## src/rtl/uart_loader.sv

```systemverilog
// Boot loader: receives a length-prefixed program image over UART, writes it into
// instruction memory, sends one acknowledge byte, then releases the CPU.
module uart_loader #(
  parameter int          ADDR_W   = 15,
  parameter logic [7:0]  ACK_BYTE = 8'hAA
) (
  input  logic              clk,
  input  logic              rst,
  input  logic              rx_valid,
  input  logic [7:0]        rx_data,
  input  logic              tx_ready,
  output logic              tx_valid,
  output logic [7:0]        tx_data,
  output logic              imem_we,
  output logic [ADDR_W-1:0] imem_addr,
  output logic [31:0]       imem_wdata,
  output logic              cpu_rst,
  output logic              loaded,
  output logic              err
);

  typedef enum logic [2:0] {S_LEN, S_LOAD, S_ACK, S_RUN, S_ERR} state_t;

  // One bit wider than a word so that a length of exactly 2^ADDR_W is representable.
  localparam logic [32:0] CAPACITY = 33'd1 << ADDR_W;

  state_t            r_state;
  state_t            w_state_nxt;
  logic [1:0]        r_byte_cnt;
  logic [31:0]       r_shift;
  logic [ADDR_W:0]   r_len;
  logic [ADDR_W:0]   r_word_cnt;
  logic              w_take;
  logic              w_word_done;
  logic [31:0]       w_word;
  logic [ADDR_W:0]   w_cnt_inc;

  assign tx_data   = ACK_BYTE;
  assign w_word    = {rx_data, r_shift[31:8]};
  assign w_cnt_inc = r_word_cnt + (ADDR_W+1)'(1);

  // NOTE: every signal driven here gets a value before the case so no latch is inferred.
  always_comb begin
    w_state_nxt = r_state;
    w_take      = rx_valid && (r_state == S_LEN || r_state == S_LOAD);
    w_word_done = w_take && (r_byte_cnt == 2'd3);
    case (r_state)
      S_LEN: begin
        if (w_word_done) begin
          if (w_word == 32'd0)                w_state_nxt = S_ACK;
          else if ({1'b0, w_word} > CAPACITY) w_state_nxt = S_ERR;
          else                                w_state_nxt = S_LOAD;
        end
      end
      S_LOAD: begin
        if (w_word_done && (w_cnt_inc == r_len)) w_state_nxt = S_ACK;
      end
      S_ACK: begin
        if (tx_valid && tx_ready) w_state_nxt = S_RUN;
      end
      default: ;
    endcase
  end

  // NOTE: state uses non-blocking assignments so every register sees pre-edge values.
  always_ff @(posedge clk) begin
    if (rst) begin
      r_state    <= S_LEN;
      r_byte_cnt <= 2'd0;
      r_shift    <= 32'd0;
      r_len      <= '0;
      r_word_cnt <= '0;
      tx_valid   <= 1'b0;
      imem_we    <= 1'b0;
      imem_addr  <= '0;
      imem_wdata <= 32'd0;
      cpu_rst    <= 1'b1;
      loaded     <= 1'b0;
      err        <= 1'b0;
    end else begin
      r_state <= w_state_nxt;
      if (w_take) begin
        r_shift    <= w_word;
        r_byte_cnt <= r_byte_cnt + 2'd1;
      end
      if (w_word_done && r_state == S_LEN) begin
        r_len      <= w_word[ADDR_W:0];
        r_word_cnt <= '0;
      end
      imem_we <= w_word_done && (r_state == S_LOAD);
      if (w_word_done && r_state == S_LOAD) begin
        imem_addr  <= r_word_cnt[ADDR_W-1:0];
        imem_wdata <= w_word;
        r_word_cnt <= w_cnt_inc;
      end
      // Status outputs are registered copies of the state being entered.
      tx_valid <= (w_state_nxt == S_ACK);
      cpu_rst  <= (w_state_nxt != S_RUN);
      loaded   <= (w_state_nxt == S_RUN);
      err      <= (w_state_nxt == S_ERR);
    end
  end

endmodule
```

## config.mk

```make
export PLATFORM = sky130hd
export DESIGN_NAME = uart_loader
export DESIGN_NICKNAME = d
export VERILOG_FILES = /design/src/rtl/uart_loader.sv
export SDC_FILE = /design/constraint.sdc
export NUM_CORES = 1
export LEC_CHECK = 0
export CAP_MARGIN = 5
export CELL_PAD_IN_SITES_DETAIL_PLACEMENT = 0
export CELL_PAD_IN_SITES_GLOBAL_PLACEMENT = 1
export CORE_ASPECT_RATIO = 0.8
export CORE_MARGIN = 4
export CORE_UTILIZATION = 40
export DETAILED_ROUTE_END_ITERATION = 10
export PLACE_DENSITY = 0.9
export SYNTH_ARGS = -nofsm -noshare
export SYNTH_HDL_FRONTEND = slang
export SYNTH_SLANG_ARGS = --single-unit
```

## constraint.sdc

```tcl
create_clock -name clk -period 2.5 [get_ports clk]
set_input_delay 0.75 -clock clk [delete_from_list [all_inputs] [get_ports clk]]
set_output_delay 0.75 -clock clk [all_outputs]
set_load 0.03 [all_outputs]
```

[Word level (Yosys, flattened, before mapping)]
Cells that the tools add are included.
Cells by class
  add/subtract/negate cells: 2
  order comparisons: 1
  eq/ne operators: 8
  multiplexer cells: 8
  reductions and logical operators: 10
Operators with widths (number)
  32-bit by 16-bit > comparator with 1-bit output (second input constant): 1
  32-bit logical NOT: 1
  16-bit two-way mux: 2
  16-bit by 1-bit adder with 16-bit output (second input constant): 1
  16-bit equality test: 1
  3-bit two-way mux: 5
  3-bit by 2-bit equality test with 1-bit output (second input constant): 3
  3-bit case mux with 3 select lines: 1
  1-bit logical AND: 6
  3-bit by 1-bit equality test with 1-bit output (second input constant): 1
  3-bit equality test (second input constant): 1
  3-bit logical NOT: 1
  3-bit by 2-bit != test with 1-bit output (second input constant): 1
  2-bit by 1-bit adder with 2-bit output (second input constant): 1
  2-bit equality test (second input constant): 1
  2-bit nonzero test: 1
  1-bit logical OR: 1
Word-level totals
  bits in registers: 121
  bits of input ports: 12
  output and inout port bits: 60
  word-level logic and storage cells: 41

[Logic depth before layout (Yosys ltp)]
  word-level depth: 8
  gate-level depth with buffers: 8
  gate-level depth less buffers: 8

[Worst setup path after synthesis]
Ideal clock, no wire load.
  kind: reg-to-reg
  start: register r_word_cnt[0]
  end: register r_state[0]
  setup time: 127 ps
  arrival: 2158 ps
  required time: 2373 ps
  slack: 215 ps
  cell stages (with the launch flop): 9
  path buffers: 0
  clock period less this slack: 2285 ps
  cells stage by stage: dfxtp_1 -> ha_1 -> nand3_2 -> or3_1 -> nor3b_1 -> o31ai_1 -> a2111oi_4 -> o21bai_2 -> nor2b_1
Between the ends
  word-level cells in the longest chain between the ends: 5
RTL lines
  start: declaration: RTL line 32  | logic [ADDR_W:0] r_word_cnt;
  start signal: assignment: RTL line 94  | r_word_cnt <= w_cnt_inc;
  16-bit by 1-bit adder with 16-bit output: RTL line 40  | assign w_cnt_inc = r_word_cnt + (ADDR_W+1)'(1);
  16-bit equality test: RTL line 56  | if (w_word_done && (w_cnt_inc == r_len)) w_state_nxt = S_ACK;
  1-bit logical AND: RTL line 56
  3-bit two-way mux: RTL line 56
  3-bit case mux with 3 select lines: RTL line 47  | case (r_state)
  end signal: assignment: RTL line 81  | r_state <= w_state_nxt;
  end: declaration: RTL line 27  | state_t r_state;
Every way passes these cells.
A chain may end at the register's enable or synchronous reset.

[Worst setup path in the final report]
  start: input rx_valid
  end: register tx_valid
Between the ends
  word-level cells in the longest chain between the ends: 6
  elaborated cells on any way between the ends: 7
  those cells by class: eq/ne: 1; mux: 3; reduce/logical: 3
RTL lines
  start: declaration: RTL line 9  | input logic rx_valid,
  1-bit logical AND (*): RTL line 45  | w_take = rx_valid && (r_state == S_LEN || r_state == S_LOAD);
  1-bit logical AND (*): RTL line 46  | w_word_done = w_take && (r_byte_cnt == 2'd3);
  1-bit logical AND: RTL line 56
  3-bit two-way mux: RTL line 56
  3-bit case mux with 3 select lines (*): RTL line 47
  3-bit by 2-bit equality test with 1-bit output (*): RTL line 97  | tx_valid <= (w_state_nxt == S_ACK);
  end signal: assignment: RTL line 97
  end: declaration: RTL line 12  | output logic tx_valid,
Mark *: on every way between the ends. The rest lies on a longest branch, timed or not.

==> metrics.cfg <==
[outcome]
outcome=finished clean

[run]
cap_violations=0

[detailed_routing]
via_count=4368
routed_wl_um=12200
drc=0
drtPass1Iterations=5
initialDrtViolationCount=319
drtAntennaViolNets=0
routed_via_density=5.18
wl_per_cell_um=14.5

[floorplan]
rows=35
core-area_um2=11600
die_x_um=130
die_area_um2=13700
io_pins=72
start_util=0.411
fp.dieH_um=106

[placement]
place_area_um2=5720
preCtsSetupSlack_ps=-277
io_buffers=63
gp_congestion=0.836
dp_hpwl_um=8420

[timing]
rsz0062_at_grt=false
finalMaxSlewViolations=0
setup_tns_ps=0
worst_slew_pin_slew_ps=567
setup_slack_ps=113
period_needed_ps=2390
setup_viol=0
relSlewSlack=0.622
post-route-period-util=0.955
whs_ps=451
fin_worst_skew_ps=7.56
hold_viol_final=0
fmax_mhz=419

[worst_setup_path]
end_kind=flop
crit_type=in -> reg
cp.required_ps=2830
crit_fanout=3
crit_arrival_ps=2710
cp-start-kind=input pin

[global_routing]
track_usage=0.185
antenna_found_initial=0
grt_start_max_net_pins=49
grt_pass1_vias=4227
grt_pass1_wl_um=20300
grt-ovfl-total=0

[final_layout]
final_area_um2=6270
num_antenna_cells=0
nNetsFinal=698
drive_gt1_frac=0.128
synthToLayoutAreaGrowth_pct=31.9

[yosys]
yosysTopAreaCell=dfxtp_1
ys_async_sr_fraction=0
synth-edff-count=0
synth_area_um2=4760
ys_ff_latch=113
avgSynthCellArea_um2=7.90
yosys-top-cells-area=dfxtp_1, nand2_1, a21oi_1
ys.flop_type=dfxtp_1
yosys_warnings=0
synth_top_area_frac=0.476
syn_inst=602
synth_cell_type_count=52
seq_area_frac_synth=0.476

[pwr]
powerDensity_nw_per_um2=678
netSwitchingFraction=0.209
p_switching_w=0.000890
pwr-share-comb=0.034
p_int_w=0.00337
clockPowerShare=0.533
seqPwrFrac=0.433
ir_drop_mv=0.404
p_leak_nw=2.25

[clock_tree]
cts-resized-gates=0
clk_latency_ps=410
cts_inserted_buffers=17
cts_root_buffer=clkbuf_16
cts_tree=built
clock_path_buffers=2
htreeDepth=4
path_clk_slew_ps=50
postCtsSetupBuffers=0
ctsHoldBuffers=0
cts_sinks=113

[hold_path]
min_path_type=reg -> reg

## final cells by class
| cell class | instances | area [um2] |
|---|---|---|
| clock inverter | 7 | 85.1 |
| tap | 148 | 185 |
| inverter | 3 | 11.3 |
| timing repair buffer | 108 | 988 |
| fill | 1065 | 5290 |
| sequential | 113 | 2260 |
| multi-input combinational | 441 | 2270 |
| clock buffer | 23 | 468 |
## through the flow
stage	util	instances	power [W]
4_1_cts	0.542	843	0.00428
2_1_floorplan	-	608	0.00197
5_1_grt	0.543	843	0.00439
3_3_place_gp	0.494	813	0.00202
6_report	0.543	843	0.00426
3_5_place_dp	0.494	813	0.00202
## cell usage after synthesis (3+ instances only)
cell type and count:
o31ai_1 7, nand3_1 7, dfxtp_1 113, nand4_1 8, xnor2_1 14, a31oi_1 3
buf_2 4, o21ai_0 21, buf_4 12, a21o_1 3, xor2_1 9, buf_1 4
nor3_1 3, nand2_1 188, a21oi_1 95, nor2_1 20, nor4_1 10, clkbuf_1 31
and3_1 7
## sequential cells by signal (all words and copies together) (netlist names)
register,cells
r_state,3
r_shift,24
r_word_cnt,16
r_len,16
imem_wdata,32
loaded,1
imem_addr,15
tx_valid,1
cpu_rst,1
r_byte_cnt,2
err,1
imem_we,1
## power groups by stage
stage	combinational [W]	clock, W	sequential (W)
floorplan	0.000100	0	0.00187
detailed placement	0.000144	0	0.00188
global route	0.000161	0.00239	0.00184
global placement	0.000140	0	0.00188
CTS	0.000144	0.00230	0.00184
finish	0.000146	0.00227	0.00184
## worst max-delay path, stage by stage
cell	delay, ps
clkdlybuf4s50_1	500
nor3b_2	270
nand4_1	120
nor4_1	300
nand4_1	180
a2111oi_4	300
o21bai_2	110
nor3b_2	180
## cell usage in the layout, fill, tap and decap left out, types with 2 or more instances in the layout
cell / n
a211oi_1: 2
a21o_1: 3
a21oi_1: 94
a31oi_1: 3
and2_1: 2
and3_1: 7
buf_12: 2
buf_4: 43
bufinv_16: 2
clkbuf_1: 4
clkbuf_16: 17
clkbuf_8: 2
clkdlybuf4s50_1: 62
clkinv_2: 5
conb_1: 8
dfxtp_1: 112
ha_1: 2
inv_1: 2
nand2_1: 188
nand3_1: 6
nand3_2: 3
nand4_1: 8
nor2_1: 20
nor2b_1: 2
nor3_1: 3
nor3b_2: 2
nor4_1: 10
nor4b_1: 2
o21ai_0: 21
o31ai_1: 7
o41ai_1: 2
xnor2_1: 14
xor2_1: 9
## layer usage
| layer | part of all wire | global-route usage | vias up |
|---|---|---|---|
| met4 | 0.011 | 0.0504 | 0 |
| met2 | 0.43 | 0.264 | 166 |
| met3 | 0.073 | 0.0588 | 13 |
| met1 | 0.49 | 0.267 | 2005 |
| met5 | 0 | 0 | - |
| li1 | - | - | 2184 |
## cell families after synthesis
logic type,count (synthesis),share of synthesized area
muxes,1,0.00210
other,2,0.00158
DFF,113,0.476
AOI/OAI and AO/OA,139,0.164
buffers and inverters,54,0.0531
adders and majority gates,2,0.00526
and+or+nand+nor,268,0.256
xor gates and xnor gates,23,0.0423
## path summary, 6_finish.rpt
path	startpoint	endpoint	slack, ps	cells after the start
worst max-delay path	rx_valid	tx_valid	110	8
worst max register to register	r_word_cnt[1]	tx_valid	170	8
worst min-delay path	imem_wdata[17]	imem_wdata[17]	450	2
worst min register to register	imem_wdata[17]	imem_wdata[17]	450	2
Note: power is estimated with default switching activity, not from simulation.
